`src/rtl/uart_axil_apb_bridge.sv`:
```
// AXI4-Lite slave to APB master bridge for the chipset UART: one outstanding
// transfer, fair read/write arbitration and an APB wait-state timeout.
//
// state  | meaning
// IDLE   | accepting AW/W/AR into holding buffers, granting when a request is complete
// SETUP  | APB setup phase, psel=1 penable=0
// ACCESS | APB access phase, waiting on pready or timeout
// WRESP  | write response presented, waiting on bready
// RRESP  | read response presented, waiting on rready
module uart_axil_apb_bridge #(
  parameter int ADDR_WIDTH     = 13,
  parameter int DATA_WIDTH     = 32,
  parameter int TIMEOUT_CYCLES = 255
) (
  input  logic                    chipset_clk,
  input  logic                    chipset_rst_n,
  input  logic [ADDR_WIDTH-1:0]   s_axi_awaddr,
  input  logic                    s_axi_awvalid,
  output logic                    s_axi_awready,
  input  logic [DATA_WIDTH-1:0]   s_axi_wdata,
  input  logic [DATA_WIDTH/8-1:0] s_axi_wstrb,
  input  logic                    s_axi_wvalid,
  output logic                    s_axi_wready,
  output logic [1:0]              s_axi_bresp,
  output logic                    s_axi_bvalid,
  input  logic                    s_axi_bready,
  input  logic [ADDR_WIDTH-1:0]   s_axi_araddr,
  input  logic                    s_axi_arvalid,
  output logic                    s_axi_arready,
  output logic [DATA_WIDTH-1:0]   s_axi_rdata,
  output logic [1:0]              s_axi_rresp,
  output logic                    s_axi_rvalid,
  input  logic                    s_axi_rready,
  output logic [ADDR_WIDTH-1:0]   paddr,
  output logic                    psel,
  output logic                    penable,
  output logic                    pwrite,
  output logic [DATA_WIDTH-1:0]   pwdata,
  output logic [DATA_WIDTH/8-1:0] pstrb,
  input  logic [DATA_WIDTH-1:0]   prdata,
  input  logic                    pready,
  input  logic                    pslverr
);

  localparam int STRB_WIDTH = DATA_WIDTH / 8;
  localparam int CNT_WIDTH  = (TIMEOUT_CYCLES > 0) ? $clog2(TIMEOUT_CYCLES + 1) : 1;
  localparam logic [CNT_WIDTH-1:0] TIMEOUT_VAL = CNT_WIDTH'(TIMEOUT_CYCLES);

  typedef enum logic [2:0] {IDLE, SETUP, ACCESS, WRESP, RRESP} state_t;

  state_t                  state, state_nxt;
  logic                    aw_held, w_held, ar_held;
  logic [ADDR_WIDTH-1:0]   aw_addr, ar_addr;
  logic [DATA_WIDTH-1:0]   w_data;
  logic [STRB_WIDTH-1:0]   w_strb;
  logic                    last_was_write;
  logic [CNT_WIDTH-1:0]    wait_cnt;
  logic                    grant_write;
  logic                    wr_pend, rd_pend;
  logic                    timeout, access_done;
  logic [1:0]              xfer_resp;

  assign wr_pend     = aw_held & w_held;
  assign rd_pend     = ar_held;
  assign timeout     = (TIMEOUT_CYCLES != 0) && (wait_cnt == TIMEOUT_VAL);
  // pready wins over an expiring timeout in the same cycle
  assign access_done = pready | timeout;
  assign xfer_resp   = (pready && !pslverr) ? 2'b00 : 2'b10;

  assign s_axi_awready = (state == IDLE) & ~aw_held;
  assign s_axi_wready  = (state == IDLE) & ~w_held;
  assign s_axi_arready = (state == IDLE) & ~ar_held;
  assign psel          = (state == SETUP) | (state == ACCESS);
  assign penable       = (state == ACCESS);
  assign s_axi_bvalid  = (state == WRESP);
  assign s_axi_rvalid  = (state == RRESP);

  always_ff @(posedge chipset_clk or negedge chipset_rst_n) begin
    if (!chipset_rst_n) state <= IDLE;
    else                state <= state_nxt;
  end

  always_comb begin
    state_nxt   = state;
    grant_write = 1'b0;
    case (state)
      IDLE: begin
        if (wr_pend || rd_pend) begin
          state_nxt   = SETUP;
          grant_write = wr_pend & (~rd_pend | ~last_was_write);
        end
      end
      SETUP:  state_nxt = ACCESS;
      ACCESS: if (access_done) state_nxt = pwrite ? WRESP : RRESP;
      WRESP:  if (s_axi_bready) state_nxt = IDLE;
      RRESP:  if (s_axi_rready) state_nxt = IDLE;
      default: state_nxt = IDLE;
    endcase
  end

  always_ff @(posedge chipset_clk or negedge chipset_rst_n) begin
    if (!chipset_rst_n) begin
      aw_held <= 1'b0;
      w_held  <= 1'b0;
      ar_held <= 1'b0;
      aw_addr <= '0;
      ar_addr <= '0;
      w_data  <= '0;
      w_strb  <= '0;
    end else begin
      if (s_axi_awvalid && s_axi_awready) begin
        aw_held <= 1'b1;
        aw_addr <= s_axi_awaddr;
      end else if (state == ACCESS && access_done && pwrite) begin
        aw_held <= 1'b0;
      end
      if (s_axi_wvalid && s_axi_wready) begin
        w_held <= 1'b1;
        w_data <= s_axi_wdata;
        w_strb <= s_axi_wstrb;
      end else if (state == ACCESS && access_done && pwrite) begin
        w_held <= 1'b0;
      end
      if (s_axi_arvalid && s_axi_arready) begin
        ar_held <= 1'b1;
        ar_addr <= s_axi_araddr;
      end else if (state == ACCESS && access_done && !pwrite) begin
        ar_held <= 1'b0;
      end
    end
  end

  always_ff @(posedge chipset_clk or negedge chipset_rst_n) begin
    if (!chipset_rst_n) begin
      pwrite         <= 1'b0;
      paddr          <= '0;
      pwdata         <= '0;
      pstrb          <= '0;
      last_was_write <= 1'b0;
      wait_cnt       <= '0;
      s_axi_bresp    <= 2'b00;
      s_axi_rresp    <= 2'b00;
      s_axi_rdata    <= '0;
    end else begin
      if (state == IDLE && state_nxt == SETUP) begin
        pwrite         <= grant_write;
        paddr          <= grant_write ? aw_addr : ar_addr;
        pwdata         <= grant_write ? w_data : '0;
        pstrb          <= grant_write ? w_strb : '0;
        last_was_write <= grant_write;
      end
      if (state == SETUP)
        wait_cnt <= '0;
      else if (state == ACCESS && !pready)
        wait_cnt <= wait_cnt + 1'b1;
      if (state == ACCESS && access_done) begin
        if (pwrite) begin
          s_axi_bresp <= xfer_resp;
        end else begin
          s_axi_rresp <= xfer_resp;
          s_axi_rdata <= pready ? prdata : '0;
        end
      end
    end
  end

endmodule

```
`config.mk`:
```
export PLATFORM = sky130hd
export DESIGN_NAME = uart_axil_apb_bridge
export DESIGN_NICKNAME = d
export VERILOG_FILES = /design/src/rtl/uart_axil_apb_bridge.sv
export SDC_FILE = /design/constraint.sdc
export NUM_CORES = 1
export LEC_CHECK = 0
export BUFFER_PORTS_ARGS = -buffer_cell sky130_fd_sc_hd__clkbuf_2
export CAP_MARGIN = 20
export CORE_ASPECT_RATIO = 1.2
export CORE_UTILIZATION = 54
export CTS_BUF_LIST = sky130_fd_sc_hd__clkbuf_2
export DETAILED_ROUTE_END_ITERATION = 7
export PLACE_DENSITY = 0.83
export SETUP_SLACK_MARGIN = 0.3
export SLEW_MARGIN = 15
export SYNTH_ARGS = -nofsm -noshare
export SYNTH_HDL_FRONTEND = slang
export SYNTH_SLANG_ARGS = --single-unit
```
`constraint.sdc`:
```
create_clock -name chipset_clk -period 2.6 [get_ports chipset_clk]
set_clock_uncertainty 0.15 [all_clocks]
set_input_delay 0.13 -clock chipset_clk [delete_from_list [all_inputs] [get_ports chipset_clk]]
set_output_delay 0.13 -clock chipset_clk [all_outputs]
set_load 0.01 [all_outputs]
```
==> flow_summary.ini, run 1 <==
[placed_design]
dpl_cell_area_um2 = 8100
place.gp.congestion = 0.864
port_buffers = 193
hpwl_mm = 11.6

[clock_tree]
cts_buffer_depth = 2
cts_num_sinks = 160
htree_levels = 4
cts_hold_buf = 196
cts_inserted_buffers = 17
cts-resized-gates = 7
clock-root-buffer = clkbuf_2
cts_setup_buffers = 7

[logic_synthesis]
yosys_warnings = 0
syn_area_um2 = 7040
synth_edf_count = 0
async_reset_ff_share_pct = 100
ys.flop_type = dfrtp_1
synth-seq-cells = 160
ys_seq_area_share_pct = 56.9
synthCells = 619
avgSynthCellArea_um2 = 11.4
ys_types = 46

[status]
tool.error = [ERROR RSZ-0060] Max buffer count reached.
outcome = did not finish
lastStage = 4_1_cts

[floorplan]
die_width_um = 106
die_height_um = 127
start_util_pct = 55.5
rows = 45
io-pin-count = 196
metrics by stage:
step,instances,worst slack [ps],util [%]
global placement,937,445,63.9
floorplan,620,732,-
detailed placement,937,380,63.9
synth_stat cells, drive strengths merged (7+ instances only):
| cell | instances | share of area [%] |
|---|---|---|
| o21ai | 34 | 2.4 |
| a22o | 37 | 4.6 |
| a21oi | 18 | 1.3 |
| nand2b | 8 | 0.71 |
| a31oi | 13 | 1.2 |
| mux2i | 7 | 1.0 |
| o31ai | 14 | 1.5 |
| nand3 | 71 | 5.2 |
| inv | 7 | 0.37 |
| nand4 | 14 | 1.2 |
| dfrtp | 160 | 57 |
| clkbuf | 26 | 1.4 |
| buf | 27 | 2.0 |
| nor2b | 32 | 2.8 |
| mux2 | 62 | 9.9 |
| nand2 | 46 | 2.5 |
kinds of logic after synthesis:
| kind of cell | Yosys count | share of synthesized area (%) |
|---|---|---|
| and+or+nand+nor | 196 | 15.1 |
| DFF | 160 | 56.9 |
| AOI/OAI and AO/OA | 132 | 13.1 |
| muxes | 69 | 10.9 |
| buffers and inverters | 60 | 3.75 |
| adders and majority gates | 1 | 0.178 |
| other | 1 | 0.0533 |
==> inputs of run 2 (changes only) <==
--- a/config.mk
+++ b/config.mk
@@ -7,12 +7,9 @@
 export LEC_CHECK = 0
 export BUFFER_PORTS_ARGS = -buffer_cell sky130_fd_sc_hd__clkbuf_2
 export CAP_MARGIN = 20
-export CORE_ASPECT_RATIO = 1.2
-export CORE_UTILIZATION = 54
-export CTS_BUF_LIST = sky130_fd_sc_hd__clkbuf_2
+export CORE_UTILIZATION = 40
 export DETAILED_ROUTE_END_ITERATION = 7
-export PLACE_DENSITY = 0.83
-export SETUP_SLACK_MARGIN = 0.3
+export PLACE_DENSITY_LB_ADDON = 0.15
 export SLEW_MARGIN = 15
 export SYNTH_ARGS = -nofsm -noshare
 export SYNTH_HDL_FRONTEND = slang
==> flow_summary.ini, run 2 <==
[status]
outcome = complete, no violations

[clock_tree]
tritoncts = done
cts_inserted_buffers = 17
clock-root-buffer = clkbuf_16
cts-resized-gates = 0
clk_pin_slew_ps = 70
clkLatencyLatePin_ps = 420
cts_num_sinks = 160
cts_buffer_depth = 2
htree_levels = 4

[floorplan]
io-pin-count = 196
fp.dieArea_um2 = 18100
core_area_um2 = 17200
start_util_pct = 40.8
die_width_um = 135
rows = 48
die_height_um = 135

[timing]
relSlewSlack_pct = 52.0
fmax_ghz = 0.417
holdWs_ps = 72.1
fin_crit_sh_pct = 92.2
tightest_slew_ps = 721
setup_tns_ps = 0
fin_crit_ps = 2400
setup_viol = 0
slew_violations = 0
rsz0062_at_grt = false
hold_violations = 0

[logic_synthesis]
synth_edf_count = 0
avgSynthCellArea_um2 = 11.4
synth_area_leaders = dfrtp_1, mux2_2, nand3_1, a22o_1, nor2b_1
yosysTopAreaCell = dfrtp_1
synth-seq-cells = 160
synthCells = 619
ys.flop_type = dfrtp_1
ys_seq_area_share_pct = 56.9
synth_top_area_share_pct = 56.9
synthTopCellsByCount = dfrtp_1, nand3_1, mux2_2
syn_area_um2 = 7040
synth.most_common_cell = dfrtp_1
yosys_warnings = 0
ys_types = 46
async_reset_ff_share_pct = 100

[cells_and_area]
final_cell_mix = clkbuf_2, dfrtp_1, dlygate4sd3_1, nand3_1, mux2_2
antenna_cells = 0
design_area_um2 = 9800
fin_util_pct = 56.8
fin_nets = 996
fin_cells = 1130
final_common_cell = clkbuf_2
top_regs = pwdata: 32 flops, s_axi_rdata: 32 flops, w_data: 32 flops
syn_to_final_growth_pct = 39.2
fillers = 1455
layout-drive-gt1-share_pct = 34.3

[route]
drc_errors = 0
firstDrtPassIters = 4
postRouteWirelength_mm = 18.4
vias_per_cell = 5.20
post_drt_wl_per_cell_um = 16.2
vias = 5873
first_iter_violations = 313
antenna_left = 0

[min_path]
hold_path_class = in2async

[placed_design]
port_buffers = 193
dp.cells = 999
place.gp.congestion = 0.792
hpwl_mm = 12.0
dpl_cell_area_um2 = 8200

[critical_path]
critPathKind = reg2out
required_ps = 2320
critPathMaxFanout = 20
cp-start-kind = register
end_kind = output port
arrival_ps = 2120

[global_route]
grt_max_degree = 87
grt_pass1_vias = 6156
use_met2_pct = 35.7
grtUsageMet1_pct = 26.6
grt_most_used_layer = met2
grt_pass1_wl_mm = 30.3
antenna_found_initial = 0
met3_usage_pct = 5.03
grt_overflow = 0
grtUsageTotal_pct = 21.3

[power]
vdd_drop_max_mv = 0.540
cellLeakagePower_nw = 4.64
pwr_density_cell_nw_per_um2 = 1160

[job]
maxCapViolations = 0
## run 2: logic make-up after synthesis
kind of cell / share of synthesized area [%]
AOI/OAI and AO/OA: 13.1
buffers and inverters: 3.75
muxes: 10.9
adders and majority gates: 0.178
DFF: 56.9
and+or+nand+nor: 15.1
other: 0.0533
## run 2: path summary, 6_finish.rpt
| check | startpoint | to | slack (ps) | depth (start not counted) |
|---|---|---|---|---|
| max | state[0]$_DFF_PN0_ | psel | 200 | 3 |
| min | chipset_rst_n | aw_addr[10]$_DFFE_PN0P_ | 70 | 2 |
| max reg2reg | state[0]$_DFF_PN0_ | pwdata[20]$_DFFE_PN0P_ | 410 | 4 |
| min reg2reg | w_data[4]$_DFFE_PN0P_ | pwdata[4]$_DFFE_PN0P_ | 330 | 1 |
| max in group asynchronous | chipset_rst_n | s_axi_rdata[19]$_DFFE_PN0P_ | 1390 | 3 |
| min in group chipset_clk | s_axi_awvalid | aw_addr[11]$_DFFE_PN0P_ | 160 | 3 |
## run 2: timing repair
action	4_1_cts	5_1_grt
buffers inserted	0	0
hold endpoints to repair	148	0
hold buffers	99	0
## run 2: area by class of cell
cell class	count	area [um^2]	area share (%)
clock buffers	18	439	4.48
inverters	7	26.3	0.268
well taps	225	282	2.87
multi-input cells	400	2790	28.4
flip-flops and latches	160	4000	40.9
repair buffers	306	2090	21.4
clock inverters	14	166	1.70
## run 2: per-layer routing
metal	share of wire [%]	vias to the layer above
met5	0	-
met4	2.2	0
met3	4.2	27
met2	50	150
met1	43	2912
li1	-	2784
## run 2: critical path, stage by stage (launching register included)
cell	delay, ps
dfrtp_1	650
or3b_2	700
nand2b_1	190
clkbuf_2	150
## run 2: where the power goes
group / switching (mW) / internal [mW] / total (mW)
clock network: 1.08 / 1.47 / 2.56
logic: 2.33 / 1.97 / 4.30
registers: 0.831 / 3.66 / 4.49
total: 4.24 / 7.10 / 11.3
## run 2: per-stage QoR
step | total power [mW] | worst slack, ps
floorplan | 7.14 | 732
global placement | 8.51 | 451
detailed placement | 8.70 | 424
CTS | 11.4 | 208
global route | 12.1 | 75.4
finish | 11.3 | 204
Power figures use the tool's default switching activity.
